<file path="src/rtl/branch_pc_ctrl.sv">
// branch_pc_ctrl: fetch PC register, next-PC select and redirect flushes.
// Ports: clk/reset, EX branch, ID jump, load-use stall in; PC, PC_plus4, flushes, counters out.
module branch_pc_ctrl #(
  parameter logic [31:0] RESET_PC  = 32'h0040_0000,
  parameter int          CNT_WIDTH = 16
) (
  input  logic                 clk,
  input  logic                 reset,
  input  logic                 Branch_hazard,
  input  logic [31:0]          EX_BranchTarget,
  input  logic                 ID_Jump,
  input  logic [31:0]          ID_JumpTarget,
  input  logic                 Load_use_stall,
  output logic [31:0]          PC,
  output logic [31:0]          PC_plus4,
  output logic                 IF_ID_Flush,
  output logic                 ID_EX_Flush,
  output logic [CNT_WIDTH-1:0] Branch_count,
  output logic [CNT_WIDTH-1:0] Stall_count
);

  typedef enum logic [1:0] {
    SEL_SEQ,
    SEL_JUMP,
    SEL_STALL,
    SEL_BRANCH
  } sel_t;

  localparam logic [CNT_WIDTH-1:0] CNT_MAX = '1;
  localparam logic [CNT_WIDTH-1:0] CNT_ONE =
    {{(CNT_WIDTH-1){1'b0}}, 1'b1};

  sel_t        sel;
  logic [31:0] next_pc;

  assign PC_plus4 = PC + 32'd4;

  // A branch in EX means the ID instruction is wrong-path,
  // so it outranks both the stall and the jump.
  always_comb begin
    sel = SEL_SEQ;
    priority case (1'b1)
      Branch_hazard:  sel = SEL_BRANCH;
      Load_use_stall: sel = SEL_STALL;
      ID_Jump:        sel = SEL_JUMP;
      default:        sel = SEL_SEQ;
    endcase
  end

  always_comb begin
    next_pc     = PC_plus4;
    IF_ID_Flush = 1'b0;
    ID_EX_Flush = 1'b0;
    unique case (sel)
      SEL_BRANCH: begin
        next_pc     = EX_BranchTarget;
        IF_ID_Flush = 1'b1;
        ID_EX_Flush = 1'b1;
      end
      SEL_STALL: begin
        next_pc     = PC;
        ID_EX_Flush = 1'b1;
      end
      SEL_JUMP: begin
        next_pc     = ID_JumpTarget;
        IF_ID_Flush = 1'b1;
      end
      default: next_pc = PC_plus4;
    endcase
    if (reset) begin
      IF_ID_Flush = 1'b0;
      ID_EX_Flush = 1'b0;
    end
  end

  always_ff @(posedge clk) begin
    if (reset) begin
      PC           <= RESET_PC;
      Branch_count <= '0;
      Stall_count  <= '0;
    end else begin
      PC <= next_pc;
      if (sel == SEL_BRANCH && Branch_count != CNT_MAX)
        Branch_count <= Branch_count + CNT_ONE;
      if (sel == SEL_STALL && Stall_count != CNT_MAX)
        Stall_count <= Stall_count + CNT_ONE;
    end
  end

endmodule
</file>
<file path="config.mk">
export PLATFORM = sky130hd
export DESIGN_NAME = branch_pc_ctrl
export DESIGN_NICKNAME = d
export VERILOG_FILES = /design/src/rtl/branch_pc_ctrl.sv
export SDC_FILE = /design/constraint.sdc
export NUM_CORES = 1
export LEC_CHECK = 0
export CORE_MARGIN = 10
export CORE_UTILIZATION = 30
export CTS_BUF_LIST = sky130_fd_sc_hd__clkbuf_16
export DETAILED_ROUTE_END_ITERATION = 8
export PLACE_DENSITY = 0.71
export SETUP_SLACK_MARGIN = 0.4
export SLEW_MARGIN = 20
export SYNTH_ARGS = -nofsm -noshare
export SYNTH_HDL_FRONTEND = slang
export SYNTH_SLANG_ARGS = --single-unit
</file>
<file path="constraint.sdc">
create_clock -name clk -period 2.95 [get_ports clk]
set_input_delay 0.885 -clock clk [delete_from_list [all_inputs] [get_ports clk]]
set_output_delay 0.885 -clock clk [all_outputs]
set_load 0.01 [all_outputs]
</file>
==> results_dict.tcl, run 1 <==
set metrics [dict create \
    status "finished, final reports clean" \
    cp_data_arrival_time_ns 1.95 \
    gp_congestion 0.856 \
    io_buffers 166 \
    drtPass1Iterations 7 \
    grt_setup_unrepaired "yes" \
    r2r_setup_slack_ns 0.83 \
    maxSlewViolCount 0 \
    grt_pass1_vias 4714 \
    grt-ovfl-total 0 \
    period_minus_slack_ns 2.83 \
    tritoncts "yes" \
    worstMarginPinSlew_ns 0.739 \
    clock_path_buffers 2 \
    syn_inst 495 \
    endpoint_kind "output pin" \
    p_leak_nw 2.77 \
    relSlewSlack 0.504 \
    postRouteAntennaNets 0 \
    clk_latency_ns 0.32 \
    finalHoldViolCount 0 \
    synth_area_mm2 0.00393 \
    start_util 0.309 \
    cp-start-kind "register" \
    grt_max_degree 46 \
    drcViolationCount 0 \
    multi_input_area_mm2 0.00281 \
    drive_gt1_frac 0.250 \
    final_cell_mix "clkdlybuf4s50_1, nor2_1, buf_4, dfxtp_1, xor2_1" \
    fp.dieArea_mm2 0.0181 \
    synth-seq-cells 64 \
    synthArstFlopShare 0 \
    synth_ff_type "dfxtp_1" \
    fp.dieH_um 134 \
    avgSynthCellArea_um2 7.94 \
    power_mw 2.54 \
    antenna_found_initial 3 \
    crit_required_ns 2.07 \
    areaGrowthSynthToFinish_pct 72.4 \
    reg2reg_from "Branch_count[0]" \
    hold_buffers 0 \
    nNetsFinal 788 \
    via_per_inst 5.27 \
    critPathCapture "PC_plus4[19]" \
    dpl.hpwl_um 12000 \
    drv_cap 0 \
    crit_fanout 3 \
    htreeDepth 3 \
    regArea_mm2 0.00130 \
    fin_worst_skew_ns 0.00809 \
    first_iter_violations 280 \
    worst_r2r_path_depth 6 \
    synthesis.nets 567 \
    crit_type "register to output pin" \
    synth_warnings 0 \
    cts_num_sinks 64 \
    clock-root-buffer "clkbuf_16" \
    fin_crit_sh 0.959 \
    core-area_mm2 0.0127 \
    hold_ws_ns 0.541 \
    clk_pin_slew_ns 0.06 \
    power_density_mw_per_mm2 375 \
    grt_usage 0.170 \
    wl_per_cell_um 18.5 \
    cts_made_buffers 9 \
    dr_total_vias 4708 \
    fmax_ghz 0.353 \
    finalSetupViolCount 0 \
    final_common_cell "clkdlybuf4s50_1" \
    startpoint "PC[9]" \
    vdd_drop_max_mv 0.281 \
    grt_pass1_wl_um 25200 \
    wl_um 16600 \
    ys_seq_area_frac 0.326 \
    fill_cells 1205 \
    num_rows 41 \
    yosysUniqueCellTypes 53 \
    hp-class "register to register" \
    synth_edf_count 0 \
    chipWidth_um 134 \
    r2r-end "Branch_count[1]" \
    io-pin-count 167 \
]
## metal layers
| metal | wire (µm) | share of wire | track usage | vias up |
|---|---|---|---|---|
| met5 | 0 | 0 | 0 | - |
| met4 | 276 | 0.017 | 0.0453 | 0 |
| met3 | 1160 | 0.070 | 0.0545 | 22 |
| met2 | 8400 | 0.51 | 0.306 | 166 |
| met1 | 6730 | 0.41 | 0.188 | 2269 |
| li1 | - | - | - | 2251 |
## registers in the layout, indices dropped and copies added, names as in the netlist
signal and cells:
Branch_count 16, PC 32, Stall_count 16
## critical path, cell delays in order, from the launching register on
cell     delay [ns]
dfxtp_2        0.34
nand4_1        0.21
buf_4          0.22
nor4_4         0.19
buf_4          0.18
and2b_2        0.17
xor2_2         0.15
buf_2          0.16
## cell type report
class | instances | share of cell area
Inverter | 5 | 0.00277
Antenna cell | 3 | 0.00111
Clock inverter | 5 | 0.00739
Timing Repair Buffer | 243 | 0.316
Multi-Input combinational cell | 393 | 0.415
Sequential cell | 64 | 0.192
Tap cell | 172 | 0.0318
Clock buffer | 9 | 0.0333
## how the worst min path moves through the flow
stage,from,to,slack [ns],cells past startpoint
after floorplan,Branch_count[8],Branch_count[8],0.56,2
after global placement,Branch_count[5],Branch_count[5],0.51,2
after detailed placement,Stall_count[9],Stall_count[9],0.53,2
after CTS,Stall_count[9],Stall_count[9],0.54,2
after global routing,Branch_count[5],Branch_count[5],0.57,2
final,Stall_count[9],Stall_count[9],0.54,2
## report_power, final
part | internal (mW) | switching (mW)
Sequential | 0.905 | 0.0426
Clock | 0.637 | 0.376
Combinational | 0.308 | 0.272
Total | 1.85 | 0.691
## synth_stat cells, types with 2 or more instances
cell type  count  share of area
nor2_1        84          0.080
dfxtp_1       64           0.33
xor2_1        33          0.074
clkbuf_1      25          0.024
nand2_1       23          0.022
nand3_1       23          0.029
nand4_1       22          0.035
o21ai_0       22          0.028
xnor2_1       21          0.047
a22oi_1       20          0.038
a21oi_1       19          0.024
mux2i_1       15          0.038
and3_1        11          0.018
a221oi_1      10          0.022
o211ai_1       9          0.017
and2_1         8          0.013
and4_1         7          0.016
nor3_1         7         0.0089
a22o_1         6          0.013
a31oi_1        5         0.0080
buf_1          4         0.0038
inv_1          4         0.0038
o21a_1         4         0.0076
o22ai_1        4         0.0064
a211oi_1       3         0.0057
ha_1           3         0.0096
nand2b_1       3         0.0048
nor2b_1        3         0.0048
o2111ai_1      3         0.0067
or3_1          3         0.0048
and4b_1        2         0.0051
buf_4          2         0.0038
nor4_1         2         0.0032
or4_1          2         0.0038
## kinds of logic after synthesis
group                      synth area share
xor gates and xnor gates              0.120
and+or+nand+nor                       0.276
AOI/OAI and AO/OA                     0.191
adders and majority gates           0.00956
DFF                                   0.326
muxes                                0.0382
buffers and inverters                0.0388
## stage by stage
| step | std cells | cell area, µm² | setup WS (ns) | utilization | TNS (ns) |
|---|---|---|---|---|---|
| final | 894 | 6770 | 0.120 | 0.532 | 0 |
| after global routing | 892 | 6770 | 0.0181 | 0.532 | 0 |
| after CTS | 878 | 6480 | 0.161 | 0.509 | 0 |
| after detailed placement | 844 | 6000 | -0.179 | 0.472 | -0.192 |
| after global placement | 844 | 6000 | -0.139 | 0.472 | -0.139 |
| after floorplan | 495 | 3940 | 0.401 | - | 0 |
## what timing repair did
action / CTS / global route
buffers inserted: 20 / 13
setup endpoints to repair: 30 / 25
resized for setup: 144 / 46
pin swaps: 28 / 20
No activity file was read; power rests on OpenSTA's default activity.
==> inputs of run 2 (changes only) <==
==> constraint.sdc (replaced) <==
create_clock -name clk -period 2.95 [get_ports clk]
set_input_delay 0.295 -clock clk [delete_from_list [all_inputs] [get_ports clk]]
set_output_delay 0.295 -clock clk [all_outputs]
set_load 0.01 [all_outputs]
==> run 2 against run 1 <==
Effect of this change: routed wire length decreased by 8.3%; die area unchanged; non-clock buffer count decreased by 59; via count decreased by 5.4%; first-iteration DRC count increased by 2.1%; maximum frequency increased by 16%; critical path type unchanged; largest cell class unchanged.
==> results_dict.tcl, run 2 (synthesis results as in run 1) <==
set metrics [dict create \
    hold_path_depth 2 \
    antenna_found_initial 2 \
    wl_um 15200 \
    dpl.hpwl_um 11600 \
    drtPass1Iterations 5 \
    crit_type "register to output pin" \
    hp-start "reset" \
    clock-root-buffer "clkbuf_16" \
    grt_usage 0.159 \
    crit_fanout 9 \
    p_int_mw 1.82 \
    endpoint_kind "output pin" \
    fin_setup_tns_ns 0 \
    nNetsFinal 729 \
    tritoncts "yes" \
    status "finished, final reports clean" \
    power_density_mw_per_mm2 406 \
    fin_crit_sh 0.827 \
    finalHoldViolCount 0 \
    num_rows 41 \
    p_clk_frac 0.410 \
    p_leak_nw 2.43 \
    cp-start-kind "register" \
    worst_r2r_path_depth 6 \
    hp-class "input pin to register" \
    final_common_cell "clkdlybuf4s50_1" \
    final_cell_mix "clkdlybuf4s50_1, nor2_1, dfxtp_1, xor2_1" \
    clk_pin_slew_ns 0.05 \
    fp.dieArea_mm2 0.0181 \
    grt_max_degree 39 \
    cp_data_arrival_time_ns 2.14 \
    period_minus_slack_ns 2.44 \
    hold_buffers 0 \
    grt_pass1_vias 4489 \
    postRouteAntennaNets 0 \
    clock_path_buffers 2 \
    largest_register "PC" \
    r2r-end "Branch_count[1]" \
    vdd_drop_max_mv 0.276 \
    cts_num_sinks 64 \
    chipWidth_um 134 \
    areaGrowthSynthToFinish_pct 55.6 \
    fmax_ghz 0.410 \
    fin_worst_skew_ns 0.00374 \
    swShare 0.269 \
    first_iter_violations 286 \
    relSlewSlack 0.475 \
    hold_end "Branch_count[6]" \
    dr_total_vias 4454 \
    core-area_mm2 0.0127 \
    grt-ovfl-total 0 \
    grt_setup_unrepaired "yes" \
    clk_latency_ns 0.33 \
    p_sw_uw 667 \
    htreeDepth 3 \
    fp.dieH_um 134 \
    largest_register_ffs 32 \
    io-pin-count 167 \
    io_buffers 166 \
    worstMarginPinSlew_ns 0.782 \
    p_comb_frac 0.202 \
    gp_congestion 0.823 \
    reg2reg_from "Branch_count[0]" \
    crit_required_ns 2.65 \
    drcViolationCount 0 \
    r2r_setup_slack_ns 0.89 \
    maxSlewViolCount 0 \
    via_per_inst 5.33 \
    wl_per_cell_um 18.2 \
    largestRegisters "PC (32), Branch_count (16), Stall_count (16)" \
    cts_made_buffers 9 \
    seqPwrFrac 0.388 \
    hold_ws_ns 0.377 \
    start_util 0.309 \
    fin_util 0.480 \
    drive_gt1_frac 0.0861 \
    drv_cap 0 \
    grt_pass1_wl_um 23300 \
    finalSetupViolCount 0 \
]
==> run 2: power groups by stage <==
| stage | combinational (mW) | sequential (mW) | clock, mW |
|---|---|---|---|
| 2_1_floorplan | 0.201 | 0.982 | 0 |
| 3_3_place_gp | 0.511 | 0.974 | 0 |
| 3_5_place_dp | 0.515 | 0.978 | 0 |
| 4_1_cts | 0.509 | 0.962 | 1.04 |
| 5_1_grt | 0.541 | 0.970 | 1.08 |
| 6_report | 0.503 | 0.964 | 1.02 |
==> run 2: how the worst max path moves through the flow <==
stage,startpoint,to,slack (ns),cells past startpoint
finish,PC[4],PC_plus4[11],0.51,5
global route,PC[4],PC_plus4[19],0.35,7
CTS,PC[19],PC_plus4[26],0.27,7
detailed placement,PC[5],PC_plus4[26],0.32,6
global placement,PC[8],PC_plus4[26],0.36,6
floorplan,PC[2],PC_plus4[26],0.81,7
==> run 2: metrics by stage <==
step	instance area, µm²	setup slack [ns]	instances	power, mW
final	6110	0.510	836	2.48
after global routing	6110	0.352	835	2.59
after CTS	6080	0.268	834	2.51
after detailed placement	5780	0.322	816	1.49
after global placement	5780	0.359	816	1.48
after floorplan	3930	0.814	495	1.18
==> run 2: layout make-up <==
type / count / area (µm²)
well taps: 172 / 215
clock inverters: 7 / 55.1
repair buffers: 184 / 1780
multi-input cells: 393 / 2520
diodes: 2 / 5.00
inverters: 5 / 18.8
clock buffers: 9 / 225
fillers: 1271 / 6610
flip-flops and latches: 64 / 1290
==> run 2: layer usage <==
| metal | track usage | vias to the layer above | part of all wire |
|---|---|---|---|
| li1 | - | 2142 | - |
| met4 | 0.0695 | 0 | 0.025 |
| met1 | 0.173 | 2104 | 0.41 |
| met3 | 0.0545 | 27 | 0.081 |
| met2 | 0.275 | 181 | 0.48 |
| met5 | 0 | - | 0 |
==> run 2: repair_timing <==
action                                  in CTS  in global routing
gates resized for setup                     27                  9
pin swaps                                    3                  3
gates cloned                                 0                  0
endpoints found under the setup margin      19                  9
buffers inserted                             2                  0
==> run 2: worst max-delay path: stages (launching register included) <==
cell,delay (ns)
dfxtp_1,0.33
buf_4,0.16
nand4_1,0.18
nor3_1,0.27
xor2_1,0.27
clkdlybuf4s50_1,0.60
==> variant: new RTL, settings of run 2 <==
Add an input register stage for `ID_JumpTarget`; this delays it by one clock. The other inputs are not delayed to match.
--- a/src/rtl/branch_pc_ctrl.sv
+++ b/src/rtl/branch_pc_ctrl.sv
@@ -30,4 +30,10 @@
   localparam logic [CNT_WIDTH-1:0] CNT_ONE =
     {{(CNT_WIDTH-1){1'b0}}, 1'b1};
+
+  logic [31:0] ID_JumpTarget_q;
+
+  always_ff @(posedge clk) begin
+    ID_JumpTarget_q <= ID_JumpTarget;
+  end
 
   sel_t        sel;
@@ -63,5 +69,5 @@
       end
       SEL_JUMP: begin
-        next_pc     = ID_JumpTarget;
+        next_pc     = ID_JumpTarget_q;
         IF_ID_Flush = 1'b1;
       end
Behaviour: not the same (Yosys sat finds a counterexample within 4 cycles, from zero or initial values and one cycle with reset high).
==> variant against run 2 <==
Combinational power is 14% higher. Sequential cell count is 32 higher. Clock power up 12%. Synthesized area rose by 21%. Via count is 8.0% higher. First-iteration DRC count down 6.6%. Sequential share of layout area up 5.9 points. Utilization fell by 2.2 points. Power increased by 26%. Design area increased by 18%. Worst setup slack got worse by 120 ps. Wire length rose by 15%. Non-clock buffer count up 24. Count of clock-buffer cells in the layout is the same. Critical endpoint is now PC_plus4[20].
==> variant: results (changes against run 2) <==
[timing]
holdWs_ps=382  ; +4.64 ps
maxSlewHeadroom_pct=58.3  ; +11 points
skew_ps=11.5  ; +7.73 ps

[hold_path]
whs_path_depth=1  ; -1
min-delay-start=ID_JumpTarget[6]
whs_endpoint=ID_JumpTarget_q[6]

[logic_synthesis]
synth_compound_area_share_pct=15.9  ; -3.2 points
seq_area_frac_synth_pct=40.3  ; +7.7 points
synth.distinct_cells=58  ; +9.4%
synth_nets=625  ; +10%
synth-xor-area-share_pct=8.63  ; -3.4 points
synth.area.mux_share_pct=3.20  ; -0.62 points
synth_commonest_cells=96 x dfxtp_1, 76 x nor2_1, 31 x a21oi_1
ys_top_cells_by_area=dfxtp_1 40%, nor2_1 6.0%, xnor2_1 5.1%, xor2_1 3.5%, a21oi_1 3.3%

[worst_setup_path]
critPathTopFamily=simple AND/OR/NAND/NOR gates
cp.arrival_ps=2270  ; +130 ps
max_stage_delay_ps=430  ; -170 ps
path_max_fanout=5  ; -4
crit_slowest_cell=or3_4
cp_num_cells=7  ; +2
crit_end=PC_plus4[20]
crit_start=PC[2]
reg2reg_to=Branch_count[9]

[final_layout]
post_route_cells_drive_above_1_share_pct=14.8  ; +6.2 points
biggestRegsByFlops=ID_JumpTarget_q x32, PC x32
antenna_cells=0  ; -2
finalNetCount=803  ; +10%

[global_routing]
grt_first_pass_wirelength_um=26700  ; +15%
grt_pass1_vias=4648  ; +3.5%
grt_use_met2_pct=26.2  ; -1.3 points
antenna_found_initial=0  ; -2
gr-usage-all-layers_pct=15.6  ; -0.31 points
grt_start_max_net_pins=28  ; -28%
met1_usage_pct=19.3  ; +2.0 points
use_met3_pct=3.80  ; -1.7 points

[power_and_ir_drop]
p_sw_uw=830  ; +24%
ir_drop_uv=265  ; -4.3%
combPwrFrac_pct=18.3  ; -1.9 points
p_seq_share_pct=45.5  ; +6.7 points
leakage_uw=0.00287  ; +18%
swShare_pct=26.4  ; -0.43 points

[cts]
insertion_delay_ps=350  ; +20 ps
cts_resized=50  ; +85%
clk_pin_slew_ps=70  ; +20 ps
post_cts_buffers=10  ; +8

[route]
wl_met3_um=952  ; -22%
wl_met1_um=7680  ; +24%
wl_met2_um=8540  ; +16%
drtIter0Drc=267  ; -6.6%
drt-pass1-iter-count=4  ; -1
via_per_inst=5.06  ; -5.0%
wl_per_cell_um=18.4  ; +1.1%

[place]
dpl.hpwl_um=13100  ; +13%
gp_congestion=0.847  ; +2.9%

[floorplanning]
die_h_um=146  ; +8.7%
die_x_um=146  ; +8.7%

[outcome]
status=finished clean

variant: changes by cell type in the layout (fill, tap and decap cells not counted), moves of 5 or more:
cell | run 2 | this run
nor3_1 | 7 | 22
dfxtp_1 | 54 | 79
a22oi_1 | 20 | 7
nand2_1 | 23 | 28
a221o_1 | 0 | 9
xor2_1 | 33 | 18
nor4_1 | 2 | 8
buf_4 | 18 | 41
nor2_1 | 83 | 76
xnor2_1 | 19 | 25
a21oi_1 | 19 | 31
a22o_1 | 6 | 0
o211ai_1 | 9 | 2
variant: final cells by class:
cell class | count | area [um2]
fillers | 1507 | 8510
multi-input cells | 409 | 2730
flip-flops and latches | 96 | 1950
repair buffers | 208 | 1940
well taps | 216 | 270
clock buffers | 9 | 225
clock inverters | 6 | 52.6
inverters | 7 | 26.3
variant: stage by stage:
stage	area [um2]	setup slack (ps)	std cells
3_5_place_dp	6700	270	922
5_1_grt	7200	325	951
2_1_floorplan	4770	632	553
6_report	7200	388	951
4_1_cts	7110	265	947
3_3_place_gp	6700	292	922
